<file path="config.mk">
export PLATFORM = sky130hd
export DESIGN_NAME = fft_bitrev_reorder_flat
export DESIGN_NICKNAME = d
export VERILOG_FILES = /design/src/rtl/fft_bitrev_reorder_if.sv /design/src/rtl/fft_bitrev_reorder.sv /design/src/flat_wrapper.sv
export SDC_FILE = /design/constraint.sdc
export NUM_CORES = 1
export LEC_CHECK = 0
export BUFFER_PORTS_ARGS = -buffer_cell sky130_fd_sc_hd__buf_2
export CAP_MARGIN = 20
export CORE_MARGIN = 5
export CORE_UTILIZATION = 25
export DETAILED_ROUTE_END_ITERATION = 16
export SLEW_MARGIN = 5
export SYNTH_ARGS = -nofsm -noshare
export SYNTH_HDL_FRONTEND = slang
export SYNTH_SLANG_ARGS = --single-unit
</file>
<file path="constraint.sdc">
create_clock -name clk -period 3.31 [get_ports clk]
set_input_delay 0 -clock clk [delete_from_list [all_inputs] [get_ports clk]]
set_output_delay 0 -clock clk [all_outputs]
set_load 0.005 [all_outputs]
</file>
<file path="src/rtl/fft_bitrev_reorder_if.sv">
// Sample stream bundle for the FFT bit-reversal reorder buffer.
// The master side is the FFT core and sink; the slave side is the buffer.
interface fft_bitrev_reorder_if #(
    parameter int N = 8
);
    logic [N-1:0] in_r;
    logic [N-1:0] in_i;
    logic         in_valid;
    logic         in_ready;
    logic [N-1:0] out_r;
    logic [N-1:0] out_i;
    logic         out_valid;
    logic         out_ready;
    logic         out_last;

    modport master (
        output in_r, in_i, in_valid, out_ready,
        input  in_ready, out_r, out_i, out_valid, out_last
    );

    modport slave (
        input  in_r, in_i, in_valid, out_ready,
        output in_ready, out_r, out_i, out_valid, out_last
    );
endinterface

</file>
<file path="src/rtl/fft_bitrev_reorder.sv">
// Ping-pong buffer that turns bit-reversed FFT output into natural order.
// Each sample lands in its natural slot on write; reads stream bins 0..NPTS-1.
module fft_bitrev_reorder #(
    parameter int N     = 8,
    parameter int LOG2N = 3
) (
    input logic                 clk,
    input logic                 rst,
    fft_bitrev_reorder_if.slave bus
);
    localparam int NPTS = 1 << LOG2N;

    logic [2*N-1:0]   mem [2][NPTS];
    logic [1:0]       full;
    logic             wb;
    logic             rb;
    logic [LOG2N-1:0] wcnt;
    logic [LOG2N-1:0] rcnt;
    logic [LOG2N-1:0] waddr;
    logic [2*N-1:0]   rdata;
    logic             in_fire;
    logic             out_fire;
    logic             wdone;
    logic             rdone;
    logic [1:0]       set_full;
    logic [1:0]       clr_full;

    always_comb begin
        waddr = '0;
        for (int b = 0; b < LOG2N; b++) begin
            waddr[b] = wcnt[LOG2N-1-b];
        end
    end

    assign in_fire  = bus.in_valid && !full[wb];
    assign out_fire = bus.out_ready && full[rb];
    assign wdone    = in_fire && (&wcnt);
    assign rdone    = out_fire && (&rcnt);
    assign rdata    = mem[rb][rcnt];

    assign bus.in_ready  = !full[wb];
    assign bus.out_valid = full[rb];
    assign bus.out_last  = full[rb] && (&rcnt);
    assign bus.out_r     = full[rb] ? rdata[2*N-1:N] : '0;
    assign bus.out_i     = full[rb] ? rdata[N-1:0] : '0;

    // Set and clear can both fire in one cycle only on opposite banks.
    always_comb begin
        set_full     = '0;
        clr_full     = '0;
        set_full[wb] = wdone;
        clr_full[rb] = rdone;
    end

    always_ff @(posedge clk) begin
        if (rst) begin
            full <= '0;
            wb   <= 1'b0;
            rb   <= 1'b0;
            wcnt <= '0;
            rcnt <= '0;
        end else begin
            full <= (full | set_full) & ~clr_full;
            if (in_fire) begin
                wcnt <= wcnt + 1'b1;
            end
            if (wdone) begin
                wb <= ~wb;
            end
            if (out_fire) begin
                rcnt <= rcnt + 1'b1;
            end
            if (rdone) begin
                rb <= ~rb;
            end
        end
    end

    always_ff @(posedge clk) begin
        if (in_fire) begin
            mem[wb][waddr] <= {bus.in_r, bus.in_i};
        end
    end
endmodule

</file>
<file path="src/flat_wrapper.sv">
// flat-port wrapper written by rule: the top's interface ports become plain ports
module fft_bitrev_reorder_flat 
#(
    parameter int N     = 8,
    parameter int LOG2N = 3
)
  (clk, rst, bus_in_r, bus_in_i, bus_in_valid, bus_out_ready, bus_in_ready, bus_out_r, bus_out_i, bus_out_valid, bus_out_last);
  fft_bitrev_reorder_if #(.N(N)) bus_i ();
  input logic clk;
  input logic rst;
  input wire logic [$bits(bus_i.in_r)-1:0] bus_in_r;
  input wire logic [$bits(bus_i.in_i)-1:0] bus_in_i;
  input wire logic [$bits(bus_i.in_valid)-1:0] bus_in_valid;
  input wire logic [$bits(bus_i.out_ready)-1:0] bus_out_ready;
  output wire logic [$bits(bus_i.in_ready)-1:0] bus_in_ready;
  output wire logic [$bits(bus_i.out_r)-1:0] bus_out_r;
  output wire logic [$bits(bus_i.out_i)-1:0] bus_out_i;
  output wire logic [$bits(bus_i.out_valid)-1:0] bus_out_valid;
  output wire logic [$bits(bus_i.out_last)-1:0] bus_out_last;
  assign bus_i.in_r = bus_in_r;
  assign bus_i.in_i = bus_in_i;
  assign bus_i.in_valid = bus_in_valid;
  assign bus_i.out_ready = bus_out_ready;
  assign bus_in_ready = bus_i.in_ready;
  assign bus_out_r = bus_i.out_r;
  assign bus_out_i = bus_i.out_i;
  assign bus_out_valid = bus_i.out_valid;
  assign bus_out_last = bus_i.out_last;
  fft_bitrev_reorder #(.N(N), .LOG2N(LOG2N)) u_core (.clk(clk), .rst(rst), .bus(bus_i));
endmodule
</file>
==> results.yml, run 1 <==
status:
  status: "finished, final reports clean"
finish:
  final_nets: 613
  antenna_cells: 0
  fill_cells: 3938
  syn2layout_area_growth_pct: 21.8
  drive_gt1_share_pct: 33.2
timing:
  holdWs_ps: 341
  finClkSkew_ps: 7.47
  drv_slew: 0
  timing.final.ws_setup_ps: 700
  rsz0062_at_grt: "false"
  timing.final.crit_period_ps: 2610
  fmax_mhz: 383
  timing.final.crit_share_pct: 78.8
  finalSetupViolCount: 0
  hold_viol: 0
  worst_pin_slew_ps: 890
  fin_tns_setup_ps: 0
  slew_headroom_pct: 40.7
setup_path:
  criticalPathCategory: "reg2out"
  path_cells: "buf_4 -> mux4_2 -> mux2i_1 -> o22ai_1 -> buf_2"
  cp_num_buf_inv: 2
  start_kind: "flop"
  worstPathMaxFanout: 24
  cpPeakStageDelay_ps: 670
  cp_slowest_cell: "dfxtp_4"
  crit_path_end_kind: "primary output"
  critPathTopFamily: "multiplexers"
  arrival_ps: 2610
  critPathRequiredTime_ps: 3310
routing:
  drc: 0
  antenna_left: 0
  drtIter0Drc: 280
  vias: 4957
  via_per_inst: 4.36
  routedWlPerCell_um: 19.6
  dr.pass1.iters: 4
  wirelength_um: 22200
floorplanning:
  placementRows: 74
  die_area_um2: 45800
  die_w_um: 214
  ios: 39
  die_y_um: 214
  initial_core_util_pct: 25.4
  core_area_um2: 41000
yosys:
  synth_top_cell_area_share_pct: 73.9
  async_reset_ff_share_pct: 0
  ys_seq_elements: 267
  synth.distinct_cells: 31
  syn_area_um2: 10400
  synth_area_leader_cell: "edfxtp_1"
  ys.flop_type: "edfxtp_1"
  synth_top_family_by_area: "multiplexers"
  synthesis.nets: 517
  yosys.area_share.simple_pct: 1.90
  postSynthAreaPerCell_um2: 21.4
  synth_fa_ha_area_share_pct: 1.20
  synth-xor-area-share_pct: 0
  ys_top_cells_by_area: "edfxtp_1, mux4_2, mux2i_1"
  ys_seq_area_share_pct: 76.0
  synth_mux_area_share_pct: 17.0
  synth_compound_area_share_pct: 2.15
  syn_inst: 487
  synth-edff-count: 256
  synth_warnings: 0
clocking:
  clk_path_buf_depth: 3
  clockRootBuffer: "clkbuf_16"
  cts_num_sinks: 267
  clk_pin_slew_ps: 60
  cts_tree: "yes"
  worst_skew_pair.late_latency_ps: 530
  cts_buffers: 29
  cts.htree.levels: 1
  postCtsSetupRepairBufs: 0
grt:
  grtUsageTotal_pct: 9.59
  grt_pass1_wl_um: 33900
  grt_pass1_vias: 5185
  gr-total-overflow: 0
  antenna_found_initial: 0
  grt_max_degree: 26
placement:
  port_buffers: 38
  post-place-ws_ps: 1090
  hpwl_um: 13200
  gp_congestion: 0.741
pwr:
  ir_drop_mv: 0.445
  p_per_area_nw_per_um2: 585
  leakagePower_nw: 3.97
run:
  maxCapViolations: 0
min_path:
  hold_class: "in2reg"
layout make-up:
cell class | count | area, µm² | area share (%)
Clock inverter | 21 | 317 | 2.50
Sequential cell | 267 | 7910 | 62.4
Tap cell | 532 | 666 | 5.25
Inverter | 10 | 37.5 | 0.296
Multi-Input combinational cell | 186 | 2360 | 18.6
Timing Repair Buffer | 89 | 648 | 5.11
Clock buffer | 32 | 737 | 5.81
stage by stage:
stage | instance area (µm²) | util (%) | power (mW) | cells
after detailed placement | 11400 | 27.9 | 3.98 | 1064
after global placement | 11400 | 27.9 | 3.98 | 1064
after floorplan | 10400 | - | 3.89 | 487
after global routing | 12700 | 30.9 | 7.66 | 1137
after CTS | 12700 | 30.9 | 7.50 | 1137
final | 12700 | 30.9 | 7.42 | 1137
state kept, by name, indices dropped and copies added (netlist names), named ones only:
signal / cells
u_core.rb: 1
u_core.full: 2
u_core.rcnt: 3
u_core.wcnt: 3
u_core.wb: 1
u_core.mem: 256
cell usage in the layout (no fill, tap or decap), drive strengths merged, types with 7 or more instances in the layout:
| master | netlist | routed |
|---|---|---|
| dlygate4sd3 | 0 | 20 |
| mux2i | 33 | 33 |
| nor2 | 13 | 13 |
| clkbuf | 3 | 32 |
| bufinv | 0 | 8 |
| edfxtp | 256 | 256 |
| nand3 | 8 | 8 |
| dfxtp | 11 | 11 |
| inv | 10 | 11 |
| buf | 21 | 69 |
| ha | 10 | 10 |
| mux4 | 62 | 62 |
| clkinv | 0 | 11 |
| a21oi | 7 | 7 |
| o22ai | 16 | 16 |
cells in the mapped netlist (2+ instances only):
cell type and number:
inv_2 2, mux4_2 62, inv_1 8, nor2_1 13
nand2_1 5, nand3_1 8, buf_6 5, and3_1 3
a31oi_1 3, clkbuf_1 3, mux2i_1 33, edfxtp_1 256
a21oi_1 7, ha_1 10, o21ai_0 5, buf_1 4
buf_2 12, dfxtp_1 11, nor3_1 5, o22ai_1 16
mux2_2 4, nand2b_1 3
worst reg2reg max path, stage by stage (launching register included):
cell     delay, ps
dfxtp_1        520
mux2_2         410
inv_2          150
nand4_1        140
inv_1          630
worst paths after layout:
| kind | start | to | slack, ps | cells after the start |
|---|---|---|---|---|
| worst min register to register | u_core.rcnt[2] | u_core.rcnt[2] | 520 | 2 |
| worst max register to register | u_core.wb | u_core.mem[0][8] | 1080 | 4 |
| worst max-delay path | flop | bus_out_i[0] | 700 | 5 |
| worst min-delay path | rst | u_core.rcnt[0] | 340 | 3 |
cells by family (layout without fill, tap and decap cells):
logic type               after synthesis  in the layout
adder cells (fa/ha/maj)               10             10
AND/OR/NAND/NOR                       41             41
multiplexers                          99             99
buffers and inverters                 34            152
flip-flops                           267            267
AO/OA/AOI/OAI                         36             36
report_power, final:
group | internal (mW) | leakage [nW] | switching (mW)
Sequential | 3.74 | 2.40 | 0.0114
Combinational | 0.0663 | 1.06 | 0.106
Clock | 2.23 | 0.514 | 1.26
Total | 6.04 | 3.97 | 1.38
metal layers:
layer	up-vias	track usage (%)	wire (µm)
met4	0	2.36	493
met5	-	0	0
met3	34	1.72	961
met2	111	16.1	10900
met1	2589	13.0	9840
li1	2223	-	-
timing repair:
action / CTS / global route
gates resized for setup: 0 / 0
hold endpoints to repair: 267 / 0
hold buffers: 20 / 0
(Power assumes the default switching activity.)
==> run 2: changes to the inputs <==
==> constraint.sdc (replaced) <==
create_clock -name clk -period 2.5 [get_ports clk]
set_input_delay 0 -clock clk [delete_from_list [all_inputs] [get_ports clk]]
set_output_delay 0 -clock clk [all_outputs]
set_load 0.005 [all_outputs]
==> run 2 against run 1 <==
  * Core utilization shrank 0.45 points
  * Setup slack lost 530 ps
  * Flip-flop and latch count unchanged
  * Register-to-register slack got worse by 710 ps
  * Hold slack improved by 3.7 ps
  * Cell count shrank 0.70%
  * Critical path depth stayed put
  * Critical endpoint is now bus_out_i[1]
  * Largest cell class unchanged
==> results.yml, run 2 (synthesized netlist as in run 1, its figures left out) <==
pwr:
  clkPwrFrac_pct: 42.5
  sequentialPowerShare_pct: 54.9
  p_per_area_nw_per_um2: 724
  switching_share_pct: 20.1
  combPwrFrac_pct: 2.6
  leakagePower_nw: 3.86
  finalPower_mw: 9.05
  ir_drop_mv: 0.419
  p_switching_mw: 1.82
  internal_power_mw: 7.23
clocking:
  cts.htree.levels: 1
  worst_skew_pair.late_latency_ps: 520
  cts_tree: "yes"
  cts_buffers: 27
  clk_path_buf_depth: 3
  clk_pin_slew_ps: 60
  clockRootBuffer: "clkbuf_16"
  cts_num_sinks: 267
grt:
  grtUsageTotal_pct: 9.49
  gr-total-overflow: 0
  grt_max_degree: 36
  grt_pass1_wl_um: 33700
  antenna_found_initial: 0
  grt_pass1_vias: 5280
setup_path:
  cpPeakStageDelay_ps: 590
  worstPathMaxFanout: 35
  arrival_ps: 2330
  cp_slowest_cell: "mux4_2"
  path_cells: "buf_12 -> mux4_2 -> mux2i_1 -> o22ai_1 -> buf_2"
  reg2reg_from: "u_core.wb"
  critPathRequiredTime_ps: 2500
  start_kind: "flop"
  crit_path_end_kind: "primary output"
  criticalPathCategory: "reg2out"
finish:
  drive_gt1_share_pct: 32.5
  fill_cells: 3948
  antenna_cells: 0
  reg.largest.list: "u_core.mem: 256 flops, u_core.rcnt: 3 flops, u_core.wcnt: 3 flops"
  top_register: "u_core.mem"
  final_util_pct: 30.5
  largest_reg_flops: 256
  final_nets: 608
  final_cell_mix: "edfxtp_1, mux4_2, buf_2"
  syn2layout_area_growth_pct: 20.1
  design_area_um2: 12500
  layout_commonest_cell: "edfxtp_1"
timing:
  finalSetupViolCount: 0
  timing.final.ws_setup_ps: 175
  hold_viol: 0
  slew_headroom_pct: 66.0
  timing.final.crit_share_pct: 93.0
  drv_slew: 0
  holdWs_ps: 345
  timing.final.crit_period_ps: 2330
  rsz0062_at_grt: "false"
  fmax_mhz: 430
  finClkSkew_ps: 8.88
  worst_pin_slew_ps: 510
placement:
  hpwl_um: 14100
  port_buffers: 38
  post-place-ws_ps: 392
  gp_congestion: 0.732
  placed_area_um2: 11400
routing:
  drc: 0
  wirelength_um: 22100
  vias: 4937
  antenna_left: 0
  drtIter0Drc: 374
  dr.pass1.iters: 4
  via_per_inst: 4.37
  routedWlPerCell_um: 19.6
floorplanning:
  die_area_um2: 45800
  initial_core_util_pct: 25.4
  ios: 39
  placementRows: 74
  die_y_um: 214
  core_area_um2: 41000
  die_w_um: 214
run:
  maxCapViolations: 0
min_path:
  hold_class: "in2reg"
  hp-start: "rst"
status:
  status: "finished, final reports clean"
-- run 2: cell count changes in the layout (fill, tap and decap cells not counted), sizes merged --
| cell | change |
|---|---|
| buf | -3 |
| bufinv | -6 |
| clkbuf | -4 |
| clkinv | +1 |
| clkinvlp | +2 |
| inv | +2 |
-- run 2: worst paths after layout --
path,end,slack (ps),cells after the start
worst max-delay path,bus_out_i[1],170,5
worst min-delay path,u_core.rcnt[0],340,3
worst max register to register,u_core.mem[0][53],370,5
worst min register to register,u_core.wcnt[1],540,2
-- run 2: final cells by class --
| class | instances | area [µm²] | area share (%) |
|---|---|---|---|
| Clock inverter | 20 | 169 | 1.35 |
| Multi-Input combinational cell | 186 | 2360 | 18.9 |
| Clock buffer | 28 | 679 | 5.44 |
| Tap cell | 532 | 666 | 5.33 |
| Inverter | 10 | 37.5 | 0.300 |
| Timing Repair Buffer | 86 | 663 | 5.31 |
| Sequential cell | 267 | 7920 | 63.4 |
-- run 2: timing repair --
| item | CTS | global route |
|---|---|---|
| hold endpoints to repair | 267 | 0 |
| setup endpoints to repair | 1 | 4 |
| setup buffers | 0 | 0 |
| hold buffers | 20 | 0 |
| resized for setup | 1 | 1 |
-- run 2: through the flow --
stage                     setup TNS, ps  cells
after floorplan                   -7270    487
after global placement                0   1061
after detailed placement              0   1061
after CTS                             0   1129
after global routing                  0   1129
final                                 0   1129
-- run 2: metal layers --
layer	track usage, %	share of wire (%)
met2	15.6	48
met5	0	0
met4	1.98	1.7
met3	1.75	6.0
met1	13.3	44
-- run 2: power by group through the flow --
stage	registers (mW)	clock network, mW	logic, mW
4_1_cts	4.97	3.93	0.242
6_report	4.97	3.84	0.235
3_5_place_dp	5.07	0	0.216
2_1_floorplan	5.06	0	0.0907
3_3_place_gp	5.06	0	0.207
5_1_grt	4.97	4.13	0.261
-- run 2: worst max-delay path: cells and delay by family, from the launching register on --
family | cells | cell delay (ps)
AO/OA/AOI/OAI | 1 | 160
buffers and inverters | 2 | 430
flip-flops | 1 | 370
multiplexers | 2 | 820
